## src/rtl/mod_m_counter.sv

```systemverilog
// Free-running modulo-M up-counter with count enable and a combinational
// carry-out that is high while enabled at the terminal count M-1.
module mod_m_counter #(
  parameter  int M  = 10,
  localparam int CW = (M > 1) ? $clog2(M) : 1
) (
  input  logic          clk,
  input  logic          rst,
  input  logic          en,
  output logic [CW-1:0] cnt,
  output logic          co
);

  localparam logic [CW-1:0] LAST = CW'(M - 1);

  logic [CW-1:0] cnt_q, cnt_d;
  logic          at_last;

  // ">=" rather than "==" so any out-of-range value also reloads 0.
  // For M=1 this is always true, which pins cnt at 0.
  assign at_last = (cnt_q >= LAST);

  // NOTE: every variable written in always_comb gets a default first; a path
  // that leaves it unassigned would infer a latch.
  always_comb begin
    cnt_d = cnt_q;
    if (en) begin
      cnt_d = at_last ? '0 : cnt_q + CW'(1);
    end
  end

  // rst is active-low despite its name.
  // NOTE: sequential state uses non-blocking assignments so every flop
  // samples pre-edge values, independent of process evaluation order.
  always_ff @(posedge clk or negedge rst) begin
    if (!rst) begin
      cnt_q <= '0;
    end else begin
      cnt_q <= cnt_d;
    end
  end

  assign cnt = cnt_q;
  assign co  = en && (cnt_q == LAST);

endmodule

```

## config.mk

```make
export PLATFORM = sky130hd
export DESIGN_NAME = mod_m_counter
export DESIGN_NICKNAME = d
export VERILOG_FILES = /design/src/rtl/mod_m_counter.sv
export SDC_FILE = /design/constraint.sdc
export NUM_CORES = 1
export LEC_CHECK = 0
export BUFFER_PORTS_ARGS = -buffer_cell sky130_fd_sc_hd__buf_2
export CAP_MARGIN = 20
export CELL_PAD_IN_SITES_DETAIL_PLACEMENT = 0
export CELL_PAD_IN_SITES_GLOBAL_PLACEMENT = 1
export CORE_AREA = 5 5 42 44
export DETAILED_ROUTE_END_ITERATION = 10
export DIE_AREA = 0 0 47 49
export PLACE_DENSITY_LB_ADDON = 0.25
export REMOVE_ABC_BUFFERS = 1
export SLEW_MARGIN = 15
export SYNTH_ARGS = -nofsm -noshare
export SYNTH_HDL_FRONTEND = slang
export SYNTH_SLANG_ARGS = --single-unit
```

## constraint.sdc

```tcl
create_clock -name clk -period 3.1 [get_ports clk]
set_clock_uncertainty 0.2 [all_clocks]
set_input_delay 0.155 -clock clk [delete_from_list [all_inputs] [get_ports clk]]
set_output_delay 0.155 -clock clk [all_outputs]
set_load 0.01 [all_outputs]
```

# ---- Word-level counts from Yosys, hierarchy flattened
# Index checks and enable logic that the tools add are counted.
dict set report classes {
  n_addsub 1
  mux 1
  n_bitwise 0
  n_eq_ne 1
  shift 0
  mul 0
  n_reduce_logical 1
  n_div 0
  n_lt_le_gt_ge 1
}
# op n
set op_table {}
lappend op_table {{adder 4 x 1 -> 4 bit (second input constant)} 1}
lappend op_table {{equality test 4 bit (second input constant)} 1}
lappend op_table {{>= comparator 4 bit (second input constant)} 1}
lappend op_table {{2-to-1 mux 4 bit} 1}
lappend op_table {{logical AND 1 bit} 1}
dict set report word_totals {
  word_cells 6
  latch_bits 0
  romBits 0
  ff_bits 4
  mem_count 0
  ramBits 0
  out_inout_bits 5
}

# ---- Longest topological paths before layout
# Gate-level depths: netlist of run 1.
dict set report depth {
  ltp_word 2
  ltp_mapped 5
  mapped_depth_nobuf 5
}

# ---- Worst setup path before layout of run 1
# OpenSTA, ideal clock, no wires.
dict set report synth_path {
  path_kind {register to register}
  startpoint {register cnt_q[1], in the netlist cnt[1]}
  endpoint {register cnt_q[0], in the netlist cnt[0]}
  t_arrival_ps 1204
  t_required_ps 2818
  stages_incl_launch_ff 5
  slack_ps 1614
  path_cell_list {dfrtp_1 -> inv_1 -> ha_1 -> or3_4 -> a31oi_1}
}
dict set report synth_via {
  elab_chain_cells 2
}
# item line_no
set synth_lines {}
lappend synth_lines {{start, declared} 16} ;# logic [CW-1:0] cnt_q, cnt_d;
lappend synth_lines {{start signal, assigned} 39} ;# cnt_q <= cnt_d;
lappend synth_lines {{>= comparator 4 bit} 21} ;# assign at_last = (cnt_q >= LAST);
lappend synth_lines {{2-to-1 mux 4 bit} 28} ;# cnt_d = at_last ? '0 : cnt_q + CW'(1);
# Every way passes these cells.
# A chain may end at the register's enable or synchronous reset.

# ---- Final worst setup path of run 1
dict set report layout_path {
  startpoint {register cnt_q[0], in the netlist cnt[0]}
  endpoint {output port co}
}
dict set report layout_via {
  elab_chain_cells 2
}
# item line_no
set layout_lines {}
lappend layout_lines {{equality test 4 bit} 44} ;# assign co = en && (cnt_q == LAST);
lappend layout_lines {{logical AND 1 bit} 44}
lappend layout_lines {{end, declared} 11} ;# output logic co
# Every way passes these cells.

==> impl_metrics.py, run 1 <==
metrics = {
    "clock_network": {
        "cts_tree": "done",
        "numCtsBuffers": 3,
        "clk_pin_slew_ps": 40,
        "clockBufferDepth": 2,
        "clock_latency_ps": 230,
        "cts-root-buf": "clkbuf_4",
        "post-cts-setup-buffers": 0,
        "clock-sinks": 4,
        "ctsResizeCount": 0,
        "cts_hold_buf": 1,
        "h-tree-depth": 1,
    },
    "logic_synthesis": {
        "synth_seq_cells": 4,
        "yosys.area.top_type_share": 0.406,
        "synthAdderAreaFrac": 0.152,
        "synth.area.mux_share": 0.0406,
        "synthXorXnorAreaFrac": 0.0355,
        "yosys.area.top_type": "dfrtp_1",
        "syn_area_sq_um": 246,
        "synth_top_family_by_area": "compound AO/OA/AOI/OAI gates",
        "yosysWarningCount": 0,
        "ys_top_cells_by_area": "dfrtp_1 41%, ha_1 15%, a31oi_1 7.6%",
        "synth_compound_area_frac": 0.193,
        "synth_cell_types": 13,
        "syn-mean-instance-area_sq_um": 10.7,
        "yosysSeqAreaShare": 0.406,
        "netlist_instances": 23,
        "synth-simple-area-share": 0.107,
    },
    "worst_setup_path": {
        "regToRegSetupSlack_ps": 1560,
        "worstPathRequired_ps": 2740,
        "arrival_ps": 1220,
        "cp_max_fo": 6,
        "end_kind": "primary output",
        "critPathKind": "reg2out",
        "start_kind": "flop",
    },
    "global_route": {
        "grt.total_usage": 0.0523,
        "grt_pass1_wl_um": 828,
        "grt-ovfl-total": 0,
        "grt_start_max_net_pins": 9,
        "antenna_found_initial": 0,
        "grt_pass1_vias": 195,
    },
    "power": {
        "finalPower_mw": 0.318,
        "power.density_mw_per_mm2": 968,
        "vdd_drop_max_mv": 0.369,
        "p_leak_nw": 0.166,
    },
    "run_status": {
        "status": "completed",
    },
    "finish": {
        "fill_cells": 169,
        "final_cell_mix": "7 x buf_2, 4 x dfrtp_1",
        "final_common_cell": "buf_2",
        "largest_register_ffs": 4,
        "num_antenna_cells": 0,
        "final_nets": 41,
        "areaGrowthSynthToFinish_pct": 33.5,
        "drive_gt1_frac": 0.364,
    },
    "timing": {
        "tightest_slew_ps": 218,
        "min_period_ps": 1580,
        "period_share": 0.509,
        "hold_viol": 0,
        "slew_headroom": 0.854,
        "rsz0062_at_grt": "no",
        "setup_tns_ps": 0,
        "clock.fmax_mhz": 634,
        "setup_violations": 0,
        "slew_viol_final": 0,
    },
    "floorplan": {
        "dieHeight_um": 49,
        "dieArea_sq_mm": 0.00230,
        "start_util": 0.176,
        "pin_count": 8,
        "num_rows": 14,
        "dieWidth_um": 47,
        "core_area_sq_mm": 0.00140,
    },
    "routing": {
        "wl_per_cell_um": 10.3,
        "remaining_drc_errors": 0,
        "drt-initial-drc-count": 3,
        "via_per_inst": 4.41,
        "vias": 216,
        "drt-pass1-iter-count": 4,
        "antenna_left": 0,
        "wirelength_um": 504,
    },
    "placement": {
        "gp_congestion": 0.684,
        "port_buffers": 7,
    },
    "flow_run": {
        "maxCapViolCount": 0,
    },
    "worst_hold_path": {
        "hp-class": "in2reg",
    },
}
## cell type report
cell class / instances / area [sq um] / area share
clock buffer: 3 / 22.5 / 0.0684
inverter: 3 / 11.3 / 0.0342
multi-input combinational: 15 / 130 / 0.395
sequential: 4 / 100 / 0.304
tap: 16 / 20.0 / 0.0608
timing repair buffer: 8 / 45.0 / 0.137
## cell usage after synthesis
cell     count
dfrtp_1      4
a31oi_1      3
ha_1         3
inv_1        3
o21ai_0      2
a32o_1       1
a41oi_1      1
and2b_2      1
and3_1       1
buf_2        1
mux2i_1      1
or3_4        1
xnor2_1      1
## per-layer routing
metal  vias to the layer above  track usage  part of all wire
li1                        105            -                 -
met2                        10       0.0633              0.40
met5                         -            0                 0
met4                         0       0.0138                 0
met3                         0       0.0590              0.12
met1                       101       0.0600              0.48
## path summary, 6_finish.rpt
path | from | end | cells past startpoint
setup / recovery | cnt[0] | co | 3
hold / removal | en | cnt[3] | 2
max in group asynchronous | rst | cnt[0] | 2
hold reg to reg | cnt[2] | cnt[2] | 1
setup reg to reg | cnt[0] | cnt[1] | 3
min in group asynchronous | rst | cnt[3] | 2
## cell families after synthesis
logic type	after synthesis
AO/OA/AOI/OAI	7
XOR/XNOR	1
multiplexers	1
buffers and inverters	4
flip-flops	4
AND/OR/NAND/NOR	3
adder cells (fa/ha/maj)	3
## through the flow
| stage | instance area [sq um] | worst slack [ps] | utilization | instances | hold slack [ps] |
|---|---|---|---|---|---|
| floorplan | 241 | 1610 | - | 22 | -341 |
| global placement | 297 | 1550 | 0.212 | 45 | -237 |
| detailed placement | 297 | 1560 | 0.212 | 45 | -237 |
| CTS | 329 | 1500 | 0.235 | 49 | 21.7 |
| global route | 329 | 1430 | 0.235 | 49 | 29.4 |
| finish | 329 | 1520 | 0.235 | 49 | 31.2 |
## worst max-delay path, stage by stage, from the launching register on
cell and delay [ps]:
dfrtp_1 440, ha_1 260, and3_1 160, buf_2 130
## where the power goes
group	internal (mW)	switching, mW	leakage, nW
registers	0.0777	0.0374	0.0498
logic	0.0711	0.0709	0.103
clock network	0.0431	0.0183	0.0138
total	0.192	0.127	0.166
(Power assumes the default switching activity.)
==> run 2, diff against run 1 <==
Clock period 3.1 ns to 1.5 ns, I/O delays scaled along.
==> run 2 against run 1 <==
  * The flow now finishes with violations (setup timing)
  * Cell count rose by 14%
  * Sequential cell count did not move
  * Sequential power rose by 110%
  * Critical endpoint is now cnt[1]
  * Largest cell class unchanged
  * Largest power group unchanged
==> impl_metrics.py, run 2 (synthesized netlist as in run 1, its figures left out) <==
metrics = {
    "worst_setup_path": {
        "start_kind": "flop",
        "crit_family": "flip-flops",
        "critPathKind": "reg2reg",
        "slowest_stage": "dfrtp_1",
        "crit_buf_inv": 2,
        "slowest_delay_ps": 420,
        "cp_cell_sequence": "inv_2, ha_4, inv_2, or3_4, a31oi_4",
        "cp_max_fo": 4,
        "worstPathRequired_ps": 1440,
        "end_kind": "flop",
        "arrival_ps": 1480,
        "cp_common_cell": "inv_2",
    },
    "routing": {
        "remaining_drc_errors": 0,
        "via_per_inst": 4.32,
        "wl_per_cell_um": 12.6,
        "vias": 242,
        "antenna_left": 0,
        "wirelength_um": 706,
        "drt-initial-drc-count": 3,
        "drt-pass1-iter-count": 2,
    },
    "finish": {
        "num_antenna_cells": 0,
        "final_cell_mix": "6 x buf_2, 5 x buf_4, 4 x dfrtp_1",
        "drive_gt1_frac": 0.675,
        "areaGrowthSynthToFinish_pct": 86.3,
        "final_common_cell": "buf_2",
        "final_nets": 48,
        "largest_register_ffs": 4,
        "stdcell_count": 56,
        "design_area_sq_um": 459,
        "fin_util": 0.328,
    },
    "floorplan": {
        "dieWidth_um": 47,
        "dieHeight_um": 49,
        "dieArea_sq_mm": 0.00230,
        "pin_count": 8,
        "start_util": 0.176,
        "num_rows": 14,
        "core_area_sq_mm": 0.00140,
    },
    "clock_network": {
        "clockBufferDepth": 2,
        "cts_tree": "done",
        "numCtsBuffers": 3,
        "cts-root-buf": "clkbuf_4",
        "clock_latency_ps": 230,
        "clk_pin_slew_ps": 40,
        "clock-sinks": 4,
        "h-tree-depth": 1,
    },
    "global_route": {
        "grt_start_max_net_pins": 9,
        "grt-ovfl-total": 0,
        "antenna_found_initial": 0,
        "grt_pass1_vias": 240,
        "grt_pass1_wl_um": 1040,
        "grt.total_usage": 0.0636,
    },
    "timing": {
        "hold_ws_ps": 14.4,
        "rsz0062_at_grt": "yes",
        "hold_viol": 0,
        "setup_violations": 4,
        "setup_tns_ps": -108,
        "min_period_ps": 1540,
        "fin_ws_ps": -38.3,
        "slew_viol_final": 0,
        "period_share": 1.03,
        "slew_headroom": 0.714,
        "tightest_slew_ps": 429,
        "clock.fmax_mhz": 650,
    },
    "placement": {
        "dp_hpwl_um": 442,
        "dpl-instance-area_sq_um": 334,
        "gp_congestion": 0.713,
        "port_buffers": 7,
        "dp_cells": 50,
        "dp_slack_ps": -8.33,
    },
    "power": {
        "vdd_drop_max_mv": 0.628,
        "power.density_mw_per_mm2": 2170,
        "finalPower_mw": 0.997,
        "p_leak_nw": 0.199,
    },
    "run_status": {
        "violations": "setup timing",
        "status": "finished with violations",
    },
    "flow_run": {
        "maxCapViolCount": 0,
    },
    "worst_hold_path": {
        "hp-class": "in2reg",
    },
}
-- run 2: changes by cell type in the layout (fill, tap and decap cells not counted), sizes merged --
cell         before  now
dlygate4sd3       1    2
buf               7   13
-- run 2: final timing paths --
| kind | startpoint | endpoint | slack (ps) | depth (start not counted) |
|---|---|---|---|---|
| max | cnt[0] | cnt[1] | -40 | 5 |
| min | en | cnt[3] | 10 | 2 |
| max reg2reg | cnt[0] | cnt[1] | -40 | 5 |
| min reg2reg | cnt[2] | cnt[2] | 360 | 1 |
| max in group asynchronous | rst | cnt[1] | 390 | 3 |
| min in group asynchronous | rst | cnt[2] | 540 | 3 |
-- run 2: what timing repair did --
item / CTS / global route
resized for setup: 8 / 7
buffers inserted: 1 / 0
setup endpoints to repair: 3 / 4
hold buffers: 2 / 0
pin swaps: 3 / 0
hold endpoints to repair: 6 / 0
-- run 2: layout make-up --
cell class	instances	area, sq um
clock buffers	3	22.5
fillers	153	942
inverters	3	11.3
multi-input cells	15	195
flip-flops and latches	4	100
well taps	16	20.0
repair buffers	15	110
-- run 2: layer usage --
layer / vias to the layer above / routed length [um] / part of all wire / GRT usage
li1: 117 / - / - / -
met1: 118 / 294 / 0.42 / 0.0733
met2: 7 / 343 / 0.49 / 0.0905
met4: 0 / 0 / 0 / 0
met3: 0 / 68 / 0.096 / 0.0627
met5: - / 0 / 0 / 0
-- run 2: power by group --
part | switching (mW) | internal [mW] | leakage (nW)
clock network | 0.0380 | 0.0891 | 0.0138
registers | 0.0857 | 0.160 | 0.0498
logic | 0.288 | 0.336 | 0.136
==> run 3, diff against run 2 <==
==> constraint.sdc (replaced) <==
create_clock -name clk -period 1.5 [get_ports clk]
set_clock_uncertainty 0.2 [all_clocks]
set_input_delay 0.15 -clock clk [delete_from_list [all_inputs] [get_ports clk]]
set_output_delay 0.15 -clock clk [all_outputs]
set_load 0.01 [all_outputs]
==> run 3 against run 2 <==
  * The flow still finishes with violations (setup timing)
  * Combinational power decreased by 8.0%
  * Register-to-register slack about the same
  * Fmax decreased by 1.4%
  * Count of clock-buffer cells in the layout unchanged
  * Routed wire length decreased by 3.8%
  * Sequential cell count unchanged
  * Sequential power increased by 4%
  * Critical path depth decreased by 1
  * Global-route usage decreased by 0.21 points
  * Non-clock buffer count decreased by 2
  * Power decreased by 4.0%
  * Critical path type is now reg2out
  * Highest routed layer unchanged
  * Die area unchanged
  * Largest cell class unchanged
==> impl_metrics.py, run 3 (synthesized netlist as in run 1, its figures left out) <==
metrics = {
    "timing": {
        "min_period_ps": 1560,
        "tightest_slew_ps": 432,
        "rsz0062_at_grt": "yes",
        "period_share": 1.04,
        "hold_viol": 0,
        "clock.fmax_mhz": 641,
        "setup_tns_ps": -133,
        "setup_violations": 4,
        "slew_viol_final": 0,
        "slew_headroom": 0.712,
        "fin_ws_ps": -60.4,
    },
    "clock_network": {
        "clk_pin_slew_ps": 40,
        "clockBufferDepth": 2,
        "cts_tree": "done",
        "h-tree-depth": 1,
        "clock-sinks": 4,
        "cts-root-buf": "clkbuf_4",
        "post-cts-setup-buffers": 0,
        "numCtsBuffers": 3,
        "clock_latency_ps": 230,
    },
    "worst_setup_path": {
        "critPathKind": "reg2out",
        "crit_buf_inv": 2,
        "end_kind": "primary output",
        "slowest_delay_ps": 440,
        "arrival_ps": 1210,
        "cp_cell_sequence": "ha_4, buf_6, and3_4, buf_6",
        "worstPathRequired_ps": 1150,
        "cp_max_fo": 4,
        "crit_family": "flip-flops",
        "cp_common_cell": "buf_6",
        "slowest_stage": "dfrtp_2",
        "start_kind": "flop",
    },
    "floorplan": {
        "dieWidth_um": 47,
        "core_area_sq_mm": 0.00140,
        "dieHeight_um": 49,
        "start_util": 0.176,
        "pin_count": 8,
        "dieArea_sq_mm": 0.00230,
        "num_rows": 14,
    },
    "finish": {
        "areaGrowthSynthToFinish_pct": 78.7,
        "final_cell_mix": "6 x buf_2, 4 x buf_4, 3 x a31oi_4, 3 x clkbuf_4, 3 x dfrtp_1",
        "design_area_sq_um": 440,
        "drive_gt1_frac": 0.658,
        "largest_register_ffs": 4,
        "num_antenna_cells": 0,
        "stdcell_count": 54,
        "final_nets": 46,
        "final_common_cell": "buf_2",
    },
    "global_route": {
        "grt.total_usage": 0.0615,
        "grt-ovfl-total": 0,
        "grt_pass1_vias": 227,
        "grt_pass1_wl_um": 993,
        "antenna_found_initial": 0,
        "grt_start_max_net_pins": 9,
    },
    "routing": {
        "wirelength_um": 679,
        "drt-pass1-iter-count": 2,
        "wl_per_cell_um": 12.6,
        "antenna_left": 0,
        "drt-initial-drc-count": 2,
        "vias": 235,
        "remaining_drc_errors": 0,
        "via_per_inst": 4.35,
    },
    "power": {
        "power.density_mw_per_mm2": 2170,
        "pwr-share-clk": 0.133,
        "p_switching_mw": 0.402,
        "switching_share": 0.420,
        "internal_power_mw": 0.556,
        "seq_power_share": 0.268,
        "vdd_drop_max_mv": 0.560,
        "p_leak_nw": 0.191,
        "p_comb_frac": 0.599,
    },
    "placement": {
        "gp_congestion": 0.713,
        "dp_cells": 50,
        "dp_hpwl_um": 442,
        "port_buffers": 7,
        "dpl-instance-area_sq_um": 334,
    },
    "worst_hold_path": {
        "hp-class": "in2async",
    },
    "run_status": {
        "status": "finished with violations",
        "violations": "setup timing",
    },
    "flow_run": {
        "maxCapViolCount": 0,
    },
}
==> run 3: stage by stage <==
stage / setup slack (ps) / hold slack (ps) / total power, mW / utilization
finish: -60.4 / 60.4 / 0.958 / 0.314
global route: -88.4 / 64.8 / 1.04 / 0.314
CTS: -72.1 / 57.9 / 0.836 / 0.285
detailed placement: -8.33 / -243 / 0.638 / 0.238
global placement: 2.81 / -244 / 0.642 / 0.238
floorplan: 14.1 / -346 / 0.426 / -
==> run 3: power by group through the flow <==
stage,logic [mW],registers [mW],clock network (mW)
6_report,0.574,0.257,0.127
5_1_grt,0.629,0.262,0.148
3_5_place_dp,0.417,0.221,0
2_1_floorplan,0.177,0.249,0
3_3_place_gp,0.419,0.223,0
4_1_cts,0.472,0.229,0.135
==> run 3: repair_timing <==
action | CTS | global route
setup endpoints to repair | 3 | 4
pin swaps | 3 | 0
endpoints found under the hold margin | 4 | 0
hold buffers | 1 | 0
resized for setup | 7 | 7
==> run 3: path summary, 6_finish.rpt <==
check | slack (ps) | cells after the start | start | endpoint
min in group clk | 100 | 2 | en | cnt[3]
worst max-delay path | -60 | 4 | cnt[0] | co
worst min-delay path | 60 | 2 | rst | cnt[2]
worst max register to register | -40 | 5 | cnt[0] | cnt[3]
worst min register to register | 380 | 1 | cnt[2] | cnt[2]
max in group asynchronous | 910 | 2 | rst | cnt[0]
==> run 3: routing by layer <==
| metal | share of wire | vias to the layer above | track usage |
|---|---|---|---|
| met5 | 0 | - | 0 |
| met4 | 0 | 0 | 0 |
| met3 | 0.10 | 0 | 0.0627 |
| met2 | 0.47 | 7 | 0.0860 |
| met1 | 0.43 | 114 | 0.0711 |
| li1 | - | 114 | - |
==> run 3: area by class of cell <==
cell class	count	area, sq um
Timing Repair Buffer	13	92.6
Multi-Input combinational cell	15	193
Tap cell	16	20.0
Clock buffer	3	22.5
Fill cell	156	961
Sequential cell	4	101
Inverter	3	11.3
==> run 3: worst register-to-register path, delay by kind of cell, from the launching register on <==
family	cells	cell delay [ps]
DFF	1	440
and+or+nand+nor	1	380
AOI/OAI and AO/OA	1	190
adders and majority gates	1	130
buffers and inverters	2	110
